$ cat config.mk
export PLATFORM = sky130hd
export DESIGN_NAME = load_store_unit
export DESIGN_NICKNAME = d
export VERILOG_FILES = /design/src/rtl/load_store_unit.sv
export SDC_FILE = /design/constraint.sdc
export NUM_CORES = 1
export LEC_CHECK = 0
export BUFFER_PORTS_ARGS = -buffer_cell sky130_fd_sc_hd__clkbuf_2
export CORE_MARGIN = 5
export CORE_UTILIZATION = 45
export CTS_CLUSTER_DIAMETER = 150
export DETAILED_ROUTE_END_ITERATION = 12
export PLACE_DENSITY = 0.76
export SLEW_MARGIN = 20
export SYNTH_ARGS = -nofsm -noshare
export SYNTH_HDL_FRONTEND = slang
export SYNTH_SLANG_ARGS = --single-unit
$ cat constraint.sdc
create_clock -name clk -period 2.15 [get_ports clk]
set_input_delay 0.3225 -clock clk [delete_from_list [all_inputs] [get_ports clk]]
set_output_delay 0.3225 -clock clk [all_outputs]
set_load 0.03 [all_outputs]
$ cat src/rtl/load_store_unit.sv
// MEM-stage load/store unit: sizes, steers and aligns data accesses onto a
// valid/ready request + valid response bus, stalling the pipeline meanwhile.
module load_store_unit #(
  parameter int unsigned TIMEOUT_CYCLES = 255
) (
  input  logic        clk,
  input  logic        rst,
  input  logic        load_mem,
  input  logic        store_mem,
  input  logic [2:0]  func_3_mem,
  input  logic [31:0] alu_data_mem,
  input  logic [31:0] rs2_data_mem,
  output logic        stall,
  output logic [31:0] load_data,
  output logic        load_valid,
  output logic        access_error,
  output logic        bus_req_valid,
  input  logic        bus_req_ready,
  output logic [31:0] bus_addr,
  output logic        bus_we,
  output logic [31:0] bus_wdata,
  output logic [3:0]  bus_wstrb,
  input  logic        bus_rsp_valid,
  input  logic [31:0] bus_rdata
);

  // state    | meaning
  // IDLE     | waiting for a MEM-stage load/store; illegal ones flagged here
  // REQ      | request presented, waiting for bus_req_ready
  // WAIT_RSP | request accepted, waiting for response or timeout
  // DONE     | retiring cycle; MEM inputs deliberately not sampled
  typedef enum logic [1:0] {IDLE, REQ, WAIT_RSP, DONE} state_t;

  localparam logic [15:0] TMR_LOAD = 16'(TIMEOUT_CYCLES - 1);

  state_t      state_q, state_d;
  logic [31:0] addr_q, addr_d;
  logic        we_q, we_d;
  logic [3:0]  wstrb_q, wstrb_d;
  logic [31:0] wdata_q, wdata_d;
  logic [2:0]  func_3_q, func_3_d;
  logic [15:0] tmr_q, tmr_d;
  logic        timed_out_q, timed_out_d;
  logic [31:0] load_data_q, load_data_d;

  logic        access_req, f3_ok, size_ok, legal;
  logic [31:0] st_wdata;
  logic [3:0]  st_wstrb;
  logic [7:0]  ld_byte;
  logic [15:0] ld_half;
  logic [31:0] ld_ext;

  always_comb begin
    f3_ok   = 1'b0;
    size_ok = 1'b0;
    case (func_3_mem)
      3'b000: begin f3_ok = 1'b1;     size_ok = 1'b1;                      end
      3'b001: begin f3_ok = 1'b1;     size_ok = ~alu_data_mem[0];          end
      3'b010: begin f3_ok = 1'b1;     size_ok = (alu_data_mem[1:0] == 2'b00); end
      3'b100: begin f3_ok = load_mem; size_ok = 1'b1;                      end
      3'b101: begin f3_ok = load_mem; size_ok = ~alu_data_mem[0];          end
      default: begin f3_ok = 1'b0;    size_ok = 1'b0;                      end
    endcase
  end

  assign access_req = load_mem | store_mem;
  assign legal      = access_req & f3_ok & size_ok;

  always_comb begin
    st_wdata = rs2_data_mem;
    st_wstrb = 4'b1111;
    case (func_3_mem[1:0])
      2'b00: begin
        st_wdata = {4{rs2_data_mem[7:0]}};
        st_wstrb = 4'b0001 << alu_data_mem[1:0];
      end
      2'b01: begin
        st_wdata = {2{rs2_data_mem[15:0]}};
        st_wstrb = 4'b0011 << {alu_data_mem[1], 1'b0};
      end
      default: begin
        st_wdata = rs2_data_mem;
        st_wstrb = 4'b1111;
      end
    endcase
  end

  // func_3_q[2] set means unsigned (BU/HU)
  always_comb begin
    ld_byte = 8'h00;
    case (addr_q[1:0])
      2'b00:   ld_byte = bus_rdata[7:0];
      2'b01:   ld_byte = bus_rdata[15:8];
      2'b10:   ld_byte = bus_rdata[23:16];
      default: ld_byte = bus_rdata[31:24];
    endcase
    ld_half = addr_q[1] ? bus_rdata[31:16] : bus_rdata[15:0];
    case (func_3_q[1:0])
      2'b00:   ld_ext = {{24{ld_byte[7] & ~func_3_q[2]}}, ld_byte};
      2'b01:   ld_ext = {{16{ld_half[15] & ~func_3_q[2]}}, ld_half};
      default: ld_ext = bus_rdata;
    endcase
  end

  always_comb begin
    state_d       = state_q;
    addr_d        = addr_q;
    we_d          = we_q;
    wstrb_d       = wstrb_q;
    wdata_d       = wdata_q;
    func_3_d      = func_3_q;
    tmr_d         = tmr_q;
    timed_out_d   = timed_out_q;
    load_data_d   = load_data_q;
    stall         = 1'b0;
    load_valid    = 1'b0;
    access_error  = 1'b0;
    bus_req_valid = 1'b0;
    case (state_q)
      IDLE: begin
        if (legal) begin
          stall       = 1'b1;
          addr_d      = alu_data_mem;
          we_d        = store_mem;
          wstrb_d     = store_mem ? st_wstrb : 4'b0000;
          wdata_d     = store_mem ? st_wdata : 32'h0;
          func_3_d    = func_3_mem;
          timed_out_d = 1'b0;
          state_d     = REQ;
        end else if (access_req) begin
          access_error = 1'b1;
        end
      end
      REQ: begin
        stall         = 1'b1;
        bus_req_valid = 1'b1;
        if (bus_req_ready) begin
          tmr_d   = TMR_LOAD;
          state_d = WAIT_RSP;
        end
      end
      WAIT_RSP: begin
        stall = 1'b1;
        if (bus_rsp_valid) begin
          if (!we_q) load_data_d = ld_ext;
          state_d = DONE;
        end else if (tmr_q == 16'd0) begin
          access_error = 1'b1;
          timed_out_d  = 1'b1;
          if (!we_q) load_data_d = 32'h0;
          state_d = DONE;
        end else begin
          tmr_d = tmr_q - 16'd1;
        end
      end
      DONE: begin
        load_valid = ~we_q & ~timed_out_q;
        state_d    = IDLE;
      end
      default: state_d = IDLE;
    endcase
  end

  always_ff @(posedge clk) begin
    if (rst) begin
      state_q     <= IDLE;
      addr_q      <= 32'h0;
      we_q        <= 1'b0;
      wstrb_q     <= 4'b0000;
      wdata_q     <= 32'h0;
      func_3_q    <= 3'b000;
      tmr_q       <= 16'h0;
      timed_out_q <= 1'b0;
      load_data_q <= 32'h0;
    end else begin
      state_q     <= state_d;
      addr_q      <= addr_d;
      we_q        <= we_d;
      wstrb_q     <= wstrb_d;
      wdata_q     <= wdata_d;
      func_3_q    <= func_3_d;
      tmr_q       <= tmr_d;
      timed_out_q <= timed_out_d;
      load_data_q <= load_data_d;
    end
  end

  assign bus_addr  = {addr_q[31:2], 2'b00};
  assign bus_we    = we_q;
  assign bus_wstrb = wstrb_q;
  assign bus_wdata = wdata_q;
  assign load_data = load_data_q;

endmodule

==> qor.yml <==
outcome: "finished, violations left"
violations: "setup timing"
final_area_um2: 7909
initial_utilization_pct: 46.27
gp_congestion: 0.8740
multi_input_area_um2: 3070
synthXorXnorAreaFrac_pct: 0.7439
power.total_mw: 9.523
htree_levels: 4
min_period_ps: 2161
cp.required_ps: 2450
async_reset_ff_share_pct: 0
dp_hpwl_um: 12870
power.density_nw_per_um2: 1204
wl_per_cell_um: 16.35
critical_path.top_delay_family: "simple AND/OR/NAND/NOR gates"
synth_compound_area_share_pct: 20.74
clk_pin_slew_ps: 60
hold_violations: 0
port-buffer-count: 207
skew_ps: 11.73
syn_to_final_growth_pct: 34.35
die_w_um: 124.4
syn_area_per_cell_um2: 8.042
post-route-period-util_pct: 100.5
placed_cell_area_um2: 7107
synth_warnings: 0
hold_path_class: "in -> reg"
internal_power_mw: 6.200
drv_cap: 0
worstSkewPairLatency_ps: 410
grt-ovfl-total: 0
cp_slowest_cell: "or4_4"
drt_iter0_drc: 484
cpPeakStageDelay_ps: 540
rows: 41
synth-seq-cells: 123
dieArea_um2: 15470
synth_simple_gate_area_share_pct: 19.40
track_usage_pct: 22.69
final_net_count: 1035
synth-adder-area-share_pct: 1.275
clock.fmax_mhz: 462.7
cts_made_buffers: 17
rsz0062_at_grt: "yes"
synth_flop_cell: "dfxtp_1"
die_y_um: 124.4
n_antenna_cell: 0
layout_setup_ws_ps: -11.30
synth.cell_area_um2: 5887
n_fill_cell: 1140
clk_path_buf_depth: 2
grt_max_degree: 94
fin_tns_setup_ps: -11.30
drive_gt1_share_pct: 36.65
switching_power_mw: 3.323
cp_cell_sequence: "inv_4 > ha_1 > a21bo_2 > or4_4 > or4b_1 > xor2_1 > nor2_1"
synthMuxAreaShare_pct: 7.673
clockPowerShare_pct: 31.8
grt_pass1_vias: 5783
slew_violations: 0
syn_inst: 732
p_sw_share_pct: 34.89
ys_seq_area_share_pct: 41.83
synth_edf_count: 0
power_frac_seq_pct: 29.6
root_buffer: "clkbuf_16"
cts.sinks: 123
vias: 5934
wirelength_um: 18120
detail-route-antenna-nets: 0
regArea_um2: 2471
drc: 0
vias_per_cell: 5.356
worstPathArrival_ps: 2460
leakage_nw: 3.498
io_pins: 210
critical_path_peak_fanout: 3
core_area_um2: 12720
worst_slew_margin_rel_pct: 62.06
cts_tree: "built"
worst-path-buf-inv: 1
critPathLaunchType: "register"
synth_top_family_by_area: "compound AO/OA/AOI/OAI gates"
final_cell_mix: "205 x clkbuf_2, 138 x nand2_1, 118 x dfxtp_1"
worst_pin_slew_ps: 569.0
pwr-share-comb_pct: 38.6
first_pass_iters: 6
antenna_found_initial: 0
crit_type: "reg -> reg"
layout_commonest_cell: "clkbuf_2"
finalSetupViolCount: 1
endpoint_kind: "register"
worst_ir_drop_vdd_mv: 0.9173
grt_pass1_wl_um: 29150
ys_types: 57
path summary, 6_finish.rpt:
kind / start / slack (ps) / depth (start not counted) / end
worst max-delay path: tmr_q[1]$_SDFFE_PP0P_ / -10 / 7 / tmr_q[14]$_SDFFE_PP0P_
worst min-delay path: alu_data_mem[30] / 130 / 3 / addr_q[30]$_SDFFE_PP0P_
worst max register to register: tmr_q[1]$_SDFFE_PP0P_ / -10 / 7 / tmr_q[14]$_SDFFE_PP0P_
worst min register to register: bus_wdata[20]$_SDFFE_PP0P_ / 450 / 2 / bus_wdata[20]$_SDFFE_PP0P_
sequential cells by signal, summed over array words and instances, names as in the netlist:
name         cells
addr_q          32
bus_wdata       32
bus_we           1
bus_wstrb        4
func_3_q         3
load_data       32
state_q          2
timed_out_q      1
tmr_q           16
worst reg2reg max path, cell delays in order, from the launching register on:
cell,delay [ps]
dfxtp_2,330
inv_4,70
ha_1,170
a21bo_2,230
or4_4,540
or4b_1,490
xor2_1,150
nor2_1,50
cell type report:
class | instances | area share (%)
clock buffer | 25 | 6.660
multi-input combinational | 513 | 38.82
sequential | 123 | 31.25
timing repair buffer | 257 | 18.59
tap | 172 | 2.721
clock inverter | 6 | 1.329
inverter | 12 | 0.6328
repair_timing:
| item | 4_1_cts | 5_1_grt |
|---|---|---|
| setup endpoints to repair | 3 | 12 |
| hold endpoints to repair | 0 | 0 |
| setup buffers | 3 | 4 |
| pin swaps | 6 | 4 |
| resized for setup | 13 | 14 |
| hold buffers | 0 | 0 |
per-layer routing:
layer	share of wire (%)	vias up	global-route usage [%]
li1	-	2915	-
met1	41	2768	27.03
met2	50	241	38.36
met3	8.5	10	8.748
met4	0.75	0	5.867
met5	0	-	0
power by group through the flow:
stage,logic (mW),clock network (mW),registers (mW)
floorplan,1.98,0,2.99
global placement,3.17,0,2.81
detailed placement,3.21,0,2.82
CTS,3.47,3.07,2.79
global route,3.96,3.17,2.85
finish,3.68,3.03,2.81
through the flow:
| step | hold slack [ps] | setup WS [ps] | utilization [%] | std cells |
|---|---|---|---|---|
| after floorplan | 436.7 | -38.06 | - | 733 |
| after global placement | 437.2 | 36.52 | 55.86 | 1070 |
| after detailed placement | 439.5 | -25.82 | 55.86 | 1070 |
| after CTS | 113.5 | 5.303 | 61.44 | 1104 |
| after global routing | 117.2 | -61.00 | 62.17 | 1108 |
| final | 126.0 | -11.30 | 62.17 | 1108 |
logic make-up (layout without fill, tap and decap cells):
| group | after synthesis | after routing |
|---|---|---|
| flops | 123 | 123 |
| buf+inv | 97 | 300 |
| mux | 42 | 42 |
| fa+ha+maj | 6 | 6 |
| compound gates | 207 | 207 |
| xor+xnor | 5 | 5 |
| other cells | 1 | 2 |
| simple gates | 251 | 251 |
synthesized netlist by cell type, types with 10 or more instances:
master,n,area share [%]
dfxtp_1,123,42
inv_1,12,0.77
mux2_2,25,4.8
buf_4,32,4.1
a21o_1,10,1.3
a21oi_1,102,8.7
clkbuf_1,47,3.0
nor2_1,23,1.5
nand3_1,41,3.5
nand2_1,140,8.9
mux2i_1,17,2.9
o21ai_0,46,3.9
o2bb2ai_1,14,2.1
(Power assumes the default switching activity.)
